**src/rtl/iter_shifter.sv**
```systemverilog
// Multicycle shifter: one bit position per clock for SLL/SRL/SRA/ROR, with a
// start/busy/done handshake toward the control unit.
module iter_shifter #(
    parameter int unsigned WIDTH = 32,
    parameter int unsigned SHW   = 5
) (
    input  logic             clk,
    input  logic             reset,
    input  logic             start,
    input  logic [1:0]       op,
    input  logic [WIDTH-1:0] data_in,
    input  logic [SHW-1:0]   shamt,
    output logic [WIDTH-1:0] data_out,
    output logic             busy,
    output logic             done
);

    typedef enum logic [1:0] {StIdle, StShift, StDone} state_e;

    localparam logic [1:0] OpSll = 2'b00;
    localparam logic [1:0] OpSrl = 2'b01;
    localparam logic [1:0] OpSra = 2'b10;
    localparam logic [1:0] OpRor = 2'b11;

    state_e           r_state;
    state_e           w_state_next;
    logic [WIDTH-1:0] r_data;
    logic [SHW-1:0]   r_count;
    logic [1:0]       r_op;
    logic [WIDTH-1:0] w_shifted;
    logic             w_accept;

    assign w_accept = (r_state == StIdle) && start;

    // State register
    always_ff @(posedge clk) begin
        if (!reset) begin
            r_state <= StIdle;
        end else begin
            r_state <= w_state_next;
        end
    end

    // Next-state logic
    always_comb begin
        w_state_next = r_state;
        unique case (r_state)
            StIdle: begin
                if (start) begin
                    w_state_next = (shamt != '0) ? StShift : StDone;
                end
            end
            StShift: begin
                if (r_count == SHW'(1)) begin
                    w_state_next = StDone;
                end
            end
            StDone:  w_state_next = StIdle;
            default: w_state_next = StIdle;
        endcase
    end

    // Output logic
    always_comb begin
        busy = 1'b0;
        done = 1'b0;
        unique case (r_state)
            StShift: busy = 1'b1;
            StDone:  done = 1'b1;
            default: ;
        endcase
    end

    // Single-position shift of the working register per latched op
    always_comb begin
        w_shifted = r_data;
        unique case (r_op)
            OpSll:   w_shifted = {r_data[WIDTH-2:0], 1'b0};
            OpSrl:   w_shifted = {1'b0, r_data[WIDTH-1:1]};
            OpSra:   w_shifted = {r_data[WIDTH-1], r_data[WIDTH-1:1]};
            OpRor:   w_shifted = {r_data[0], r_data[WIDTH-1:1]};
            default: w_shifted = r_data;
        endcase
    end

    // Datapath: operand/count/op captured on accept, shifted while in StShift
    always_ff @(posedge clk) begin
        if (!reset) begin
            r_data  <= '0;
            r_count <= '0;
            r_op    <= OpSll;
        end else if (w_accept) begin
            r_data  <= data_in;
            r_count <= shamt;
            r_op    <= op;
        end else if (r_state == StShift) begin
            r_data  <= w_shifted;
            r_count <= r_count - SHW'(1);
        end
    end

    assign data_out = r_data;

endmodule

```
**config.mk**
```make
export PLATFORM = sky130hd
export DESIGN_NAME = iter_shifter
export DESIGN_NICKNAME = d
export VERILOG_FILES = /design/src/rtl/iter_shifter.sv
export SDC_FILE = /design/constraint.sdc
export NUM_CORES = 1
export LEC_CHECK = 0
export CAP_MARGIN = 0
export CORE_AREA = 2 2 76 78
export CTS_BUF_LIST = sky130_fd_sc_hd__clkbuf_2
export DETAILED_ROUTE_END_ITERATION = 8
export DIE_AREA = 0 0 78 80
export MAX_ROUTING_LAYER = met4
export PLACE_DENSITY = 0.8
export SETUP_SLACK_MARGIN = 0.15
export SYNTH_ARGS = -nofsm -noshare
export SYNTH_HDL_FRONTEND = slang
export SYNTH_SLANG_ARGS = --single-unit
```
**constraint.sdc**
```tcl
create_clock -name clk -period 1.6 [get_ports clk]
set_input_delay 0.32 -clock clk [delete_from_list [all_inputs] [get_ports clk]]
set_output_delay 0.32 -clock clk [all_outputs]
set_load 0.02 [all_outputs]
```
==> results of run 1 <==
[synth_stat cells]
cell | count | area (um^2)
o21bai_1 | 2 | 15.0
a22oi_1 | 1 | 7.51
o211ai_1 | 1 | 7.51
or3_1 | 1 | 6.26
nor2_2 | 1 | 6.26
buf_1 | 2 | 7.51
a21o_1 | 1 | 7.51
a221oi_1 | 1 | 8.76
xnor2_1 | 1 | 8.76
a211o_1 | 15 | 131
nor2_1 | 8 | 30.0
and3_1 | 1 | 6.26
ha_1 | 2 | 25.0
o21ba_2 | 1 | 10.0
nand2_1 | 25 | 93.8
a21oi_1 | 7 | 35.0
nor4b_1 | 1 | 8.76
dfxtp_1 | 41 | 821
o21ai_0 | 17 | 85.1
inv_1 | 6 | 22.5
o2111ai_1 | 1 | 8.76
a311o_1 | 1 | 10.0
o22ai_1 | 1 | 6.26
nand3b_1 | 4 | 30.0
a31o_2 | 1 | 8.76
nor2b_1 | 1 | 6.26
a32o_1 | 15 | 150
nor3b_4 | 1 | 18.8
o21a_1 | 31 | 233
nand2b_1 | 17 | 106
buf_2 | 14 | 70.1
buf_6 | 1 | 11.3
nor3_1 | 2 | 10.0
o211a_1 | 1 | 10.0
nor3b_1 | 31 | 233
clkbuf_1 | 10 | 37.5
nand4_1 | 1 | 6.26
or3b_1 | 1 | 8.76
a31oi_1 | 33 | 206
a211oi_1 | 1 | 7.51
buf_4 | 4 | 30.0
[critical path, cell delays in order, from the launching register on]
cell and delay [ns]:
dfxtp_4 0.39, buf_6 0.13, buf_8 0.12, nor3b_4 0.29, buf_6 0.16, buf_12 0.13
nand2b_1 0.06, a32o_1 0.25
[metrics by stage]
step | TNS, ns | utilization [%] | cell area [um^2] | power (W) | worst slack (ns)
global route | -0.0240 | 72.9 | 3940 | 0.00325 | -0.00690
global placement | -4.98 | 64.6 | 3490 | 0.00240 | -0.245
CTS | 0 | 69.9 | 3780 | 0.00298 | 0.0206
floorplan | 0 | - | 2550 | 0.00192 | 0.206
finish | -0.00170 | 72.9 | 3940 | 0.00309 | -0.00170
detailed placement | -7.26 | 64.6 | 3490 | 0.00242 | -0.300
[power groups by stage]
stage	registers (W)	logic [W]	clock network, W
after global placement	0.00128	0.00112	0
after global routing	0.00129	0.00143	0.000526
after floorplan	0.00135	0.000570	0
after detailed placement	0.00128	0.00114	0
final	0.00128	0.00134	0.000473
after CTS	0.00126	0.00124	0.000474
[metal layers]
layer	vias up	wire length, um
met1	1434	3730
met2	148	4300
met3	21	607
met4	0	188
li1	1379	-
met5	-	0
[area by class of cell]
class / instances / area share (%)
clock buffers: 8 / 1.02
inverters: 6 / 0.571
repair buffers: 127 / 31.6
well taps: 72 / 2.29
flip-flops and latches: 41 / 22.5
multi-input cells: 229 / 42.0
[state kept, by name, indices dropped and copies added, names as in the netlist]
name / cells
data_out: 32
r_count: 5
r_op: 2
r_state: 2
[cells by family after synthesis]
kind of cell | synth area share [%]
flip-flops | 32.2
AND/OR/NAND/NOR | 22.4
XOR/XNOR | 0.343
buffers and inverters | 7.01
AO/OA/AOI/OAI | 37.2
adder cells (fa/ha/maj) | 0.980
[timing repair]
action / CTS / global route
pin swaps: 1 / 12
endpoints found under the setup margin: 67 / 59
cloned: 2 / 0
gates resized for setup: 134 / 47
buffers inserted: 9 / 9
[how the worst min path moves through the flow]
stage / from / end / slack [ns] / cells after the start
5_1_grt: op[1] / r_op[1]$_SDFFE_PN0P_ / 0.41 / 3
4_1_cts: op[1] / r_op[1]$_SDFFE_PN0P_ / 0.41 / 3
3_3_place_gp: data_out[7]$_SDFFE_PN0P_ / data_out[7]$_SDFFE_PN0P_ / 0.51 / 1
6_report: op[1] / r_op[1]$_SDFFE_PN0P_ / 0.42 / 3
2_1_floorplan: reset / r_count[0]$_SDFFE_PN0P_ / 0.44 / 1
3_5_place_dp: data_out[2]$_SDFFE_PN0P_ / data_out[2]$_SDFFE_PN0P_ / 0.51 / 1
==> results.sh, run 1 <==
export IMPL_p_int_w=0.00197
export IMPL_cts_sinks=41
export IMPL_drive_above_1_share_pct=36.0
export IMPL_netlist_instances=307
export IMPL_grt_antenna_before_repair=0
export IMPL_synth_distinct_cells=41
export IMPL_switching_share_pct=36.3
export IMPL_global_route_usage_met3_pct=4.98
export IMPL_yosysWarnings=0
export IMPL_dp_cells=455
export IMPL_setup_viol=1
export IMPL_multiInputGateArea_um2=1660
export IMPL_start_util_pct=47.2
export IMPL_vdd_drop_max_uv=440
export IMPL_seq_power_share_pct=41.3
export IMPL_tightest_slew_ns=0.414
export IMPL_rows=27
export IMPL_worstPathArrival_ns=1.91
export IMPL_syn2layout_area_growth_pct=54.4
export IMPL_clk_pin_slew_ns=0.21
export IMPL_reg2reg_slack_ns=-0.002
export IMPL_grt_remaining_overflow=0
export IMPL_mostFrequentLayoutCells="43 x buf_4, 40 x clkdlybuf4s50_1, 33 x a31oi_1, 31 x nor3b_1, 31 x o21a_1"
export IMPL_io_buffers=75
export IMPL_drt_initial_drc_count=275
export IMPL_worst_slack_ns=-0.00170
export IMPL_clockRootBuffer="clkbuf_2"
export IMPL_cts_max_level=2
export IMPL_cts_buffers_inserted=5
export IMPL_syn_cell_area_um2=2550
export IMPL_hold_violations=0
export IMPL_synth_avg_cell_area_um2=8.31
export IMPL_rr_worst_depth=7
export IMPL_seq_area_um2=886
export IMPL_period_share_pct=100
export IMPL_comb_power_share_pct=43.5
export IMPL_grt_busiest_layer="met2"
export IMPL_routabilityCongestion=0.863
export IMPL_p_clk_share_pct=15.3
export IMPL_worstSetupPathType="reg -> reg"
export IMPL_worstPathMaxFanout=9
export IMPL_cts_hold_buf=0
export IMPL_insertion_delay_ns=0.40
export IMPL_crit_start="r_state[1]$_SDFFE_PN0P_"
export IMPL_vias=2982
export IMPL_grt_pass1_wl_um=13400
export IMPL_slew_headroom_pct=72.3
export IMPL_fin_skew_ns=0.0121
export IMPL_gr_usage_met1_pct=35.0
export IMPL_cts_tree="yes"
export IMPL_grt_pass1_vias=2730
export IMPL_dieArea_um2=6240
export IMPL_layout_min_cycle_time_ns=1.60
export IMPL_cap_violations=0
export IMPL_fp_dieH_um=80
export IMPL_p_per_area_nw_per_um2=785
export IMPL_rsz0062_at_grt="true"
export IMPL_wl_per_cell_um=18.3
export IMPL_layout_commonest_cell="buf_4"
export IMPL_io_pins=76
export IMPL_cts_buffer_depth=2
export IMPL_min_path_type="in -> reg"
export IMPL_num_antenna_cells=0
export IMPL_antenna_left=0
export IMPL_dieWidth_um=78
export IMPL_r2r_end="data_out[24]$_SDFFE_PN0P_"
export IMPL_seq_area_frac_synth_pct=32.2
export IMPL_vias_per_cell=6.17
export IMPL_grtUsageMet2_pct=46.6
export IMPL_max_freq_ghz=0.624
export IMPL_coreArea_um2=5410
export IMPL_end_kind="register"
export IMPL_groute_usage_overall_pct=27.5
export IMPL_wirelength_um=8820
export IMPL_r2r_start="r_state[1]$_SDFFE_PN0P_"
export IMPL_n_fill_cell=438
export IMPL_syn_num_nets=351
export IMPL_grt_max_degree=26
export IMPL_dp_hpwl_um=5240
export IMPL_drc=0
export IMPL_dr_pass1_iters=5
export IMPL_holdWs_ns=0.421
export IMPL_switching_power_w=0.00112
export IMPL_violations="negative setup slack"
export IMPL_finalMaxSlewViolations=0
export IMPL_status="finished with violations"
export IMPL_cp_required_ns=1.91
export IMPL_fin_cells=483
export IMPL_p_leak_nw=1.52
export IMPL_fin_nets=454
export IMPL_setup_worst_path_end="data_out[24]$_SDFFE_PN0P_"
export IMPL_synth_seq_cells=41
export IMPL_worst_setup_path_start_kind="register"
(Power assumes the default switching activity.)
==> run 2, diff against run 1 <==
Settings changed: CTS_CLUSTER_DIAMETER set to 60, REMOVE_ABC_BUFFERS set to 1.
==> run 2 against run 1 <==
The run now ends clean. Clock-buffer cell count down 2. Flip-flop and latch count unchanged. Via count down 4.8%. Non-clock buffer count down 4. Clock skew up 0.0027 ns. Sequential share of layout area up 0.27 points. Critical path depth down 1. Register-to-register slack better by 0.05 ns. Die area unchanged. Setup slack better by 0.051 ns. Final cell count down 0.83%. Critical path type unchanged. Critical endpoint is now data_out[5]$_SDFFE_PN0P_. Largest cell class unchanged.
==> results.sh, run 2 (synthesis gave the netlist of run 1 again) <==
export IMPL_status="completed"
export IMPL_layout_commonest_cell="clkdlybuf4s50_1"
export IMPL_vias_per_cell=5.92
export IMPL_clockRootBuffer="clkbuf_2"
export IMPL_setup_viol=0
export IMPL_wirelength_um=8250
export IMPL_groute_usage_overall_pct=25.4
export IMPL_cts_tree="yes"
export IMPL_grt_antenna_before_repair=0
export IMPL_dp_cells=451
export IMPL_n_fill_cell=425
export IMPL_drc=0
export IMPL_fin_nets=450
export IMPL_crit_path_max_incr_delay_ns=0.41
export IMPL_cp_top_family="buffers and inverters"
export IMPL_worstPathMaxFanout=8
export IMPL_antenna_left=0
export IMPL_worst_setup_path_start_kind="register"
export IMPL_tightest_slew_ns=0.417
export IMPL_insertion_delay_ns=0.41
export IMPL_largest_register_ffs=32
export IMPL_dieArea_um2=6240
export IMPL_grt_max_degree=49
export IMPL_vias=2838
export IMPL_io_buffers=75
export IMPL_path_buf_inv=3
export IMPL_rows=27
export IMPL_dieWidth_um=78
export IMPL_coreArea_um2=5410
export IMPL_layout_min_cycle_time_ns=1.55
export IMPL_min_path_type="in -> reg"
export IMPL_p_leak_nw=1.49
export IMPL_routabilityCongestion=0.889
export IMPL_period_share_pct=96.9
export IMPL_fin_skew_ns=0.0148
export IMPL_worst_slack_ns=0.0497
export IMPL_vdd_drop_max_uv=460
export IMPL_mostFrequentLayoutCells="40 x clkdlybuf4s50_1, 37 x buf_4, 33 x a31oi_1, 31 x nor3b_1, 31 x o21a_1"
export IMPL_place_ws_ns=-0.307
export IMPL_cts_sinks=41
export IMPL_hold_violations=0
export IMPL_p_per_area_nw_per_um2=818
export IMPL_rsz0062_at_grt="true"
export IMPL_syn2layout_area_growth_pct=53.0
export IMPL_worstPathArrival_ns=1.88
export IMPL_num_antenna_cells=0
export IMPL_grt_pass1_wl_um=12400
export IMPL_fp_dieH_um=80
export IMPL_holdWs_ns=0.445
export IMPL_grt_remaining_overflow=0
export IMPL_start_util_pct=47.2
export IMPL_cts_buffer_depth=2
export IMPL_cts_buffers_inserted=5
export IMPL_io_pins=76
export IMPL_slew_headroom_pct=72.2
export IMPL_finalMaxSlewViolations=0
export IMPL_grt_pass1_vias=2514
export IMPL_worstSetupPathType="reg -> reg"
export IMPL_clk_pin_slew_ns=0.21
export IMPL_cap_violations=0
export IMPL_fin_cells=479
export IMPL_end_kind="register"
export IMPL_max_freq_ghz=0.645
export IMPL_drt_initial_drc_count=203
export IMPL_crit_slowest_cell="dfxtp_4"
export IMPL_dr_pass1_iters=4
export IMPL_wl_per_cell_um=17.2
export IMPL_cp_required_ns=1.93
export IMPL_cts_max_level=2
export IMPL_drive_above_1_share_pct=31.9
export IMPL_dp_hpwl_um=4930
export IMPL_total_power_w=0.00319
export IMPL_cp_cell_sequence="buf_8 -> nor3b_4 -> buf_6 -> buf_16 -> nand2b_1 -> a32o_1"
-- run 2: cell count changes in the layout (fill, tap and decap cells not counted), sizes merged --
cell,previous run,this run
clkinv,0,1
bufinv,0,1
buf,55,54
clkdlybuf4s15,29,26
clkbuf,10,8
-- run 2: metrics by stage --
stage               instance area, um^2  util, %  setup TNS [ns]
finish                             3910     72.3               0
global placement                   3500     64.7           -7.68
floorplan                          2400        -          -11.88
detailed placement                 3500     64.7           -8.24
global route                       3910     72.3               0
CTS                                3700     68.4               0
-- run 2: final timing paths --
kind | startpoint | end | slack [ns] | depth (start not counted)
hold reg to reg | data_out[24]$_SDFFE_PN0P_ | data_out[24]$_SDFFE_PN0P_ | 0.52 | 1
setup / recovery | r_state[0]$_SDFFE_PN0P_ | data_out[5]$_SDFFE_PN0P_ | 0.05 | 6
setup reg to reg | r_state[0]$_SDFFE_PN0P_ | data_out[5]$_SDFFE_PN0P_ | 0.05 | 6
hold / removal | op[1] | r_op[1]$_SDFFE_PN0P_ | 0.45 | 3
-- run 2: power by group --
part | switching [W] | leakage (nW) | internal (W)
registers | 0.000126 | 0.353 | 0.00115
logic | 0.000626 | 1.10 | 0.000679
clock network | 0.000348 | 0.0406 | 0.000266
-- run 2: layout make-up --
class                           count  area (um^2)  share of cell area [%]
Inverter                            6         22.5                   0.577
Clock inverter                      2         33.8                   0.865
Timing Repair Buffer              123         1250                    32.1
Sequential cell                    41          888                    22.7
Multi-Input combinational cell    229         1590                    40.6
Tap cell                           72         90.1                    2.31
Clock buffer                        6         30.0                   0.769
-- run 2: routing by layer --
metal	vias to the layer above	GRT usage, %	share of wire [%]
met4	0	4.21	0.76
met2	110	44.1	49
met3	8	4.52	5.9
li1	1362	-	-
met1	1358	31.7	45
met5	-	-	0
-- run 2: timing repair --
item | in CTS | in global routing
cloned | 2 | 1
setup endpoints to repair | 65 | 49
setup buffers | 0 | 17
pin swaps | 1 | 23
hold buffers | 0 | 0
resized for setup | 129 | 41
-- run 2: worst reg2reg max path, delay by kind of cell, from the launching register on --
kind,cells,cell delay (ns)
AO/OA/AOI/OAI,1,0.24
buffers and inverters,3,0.43
flip-flops,1,0.41
AND/OR/NAND/NOR,2,0.41
==> run 3, diff against run 2 <==
Settings changed: CTS_CLUSTER_SIZE set to 25.
==> results of run 3 <==
No change in the layout: final DEF, timing and power equal those of run 2.
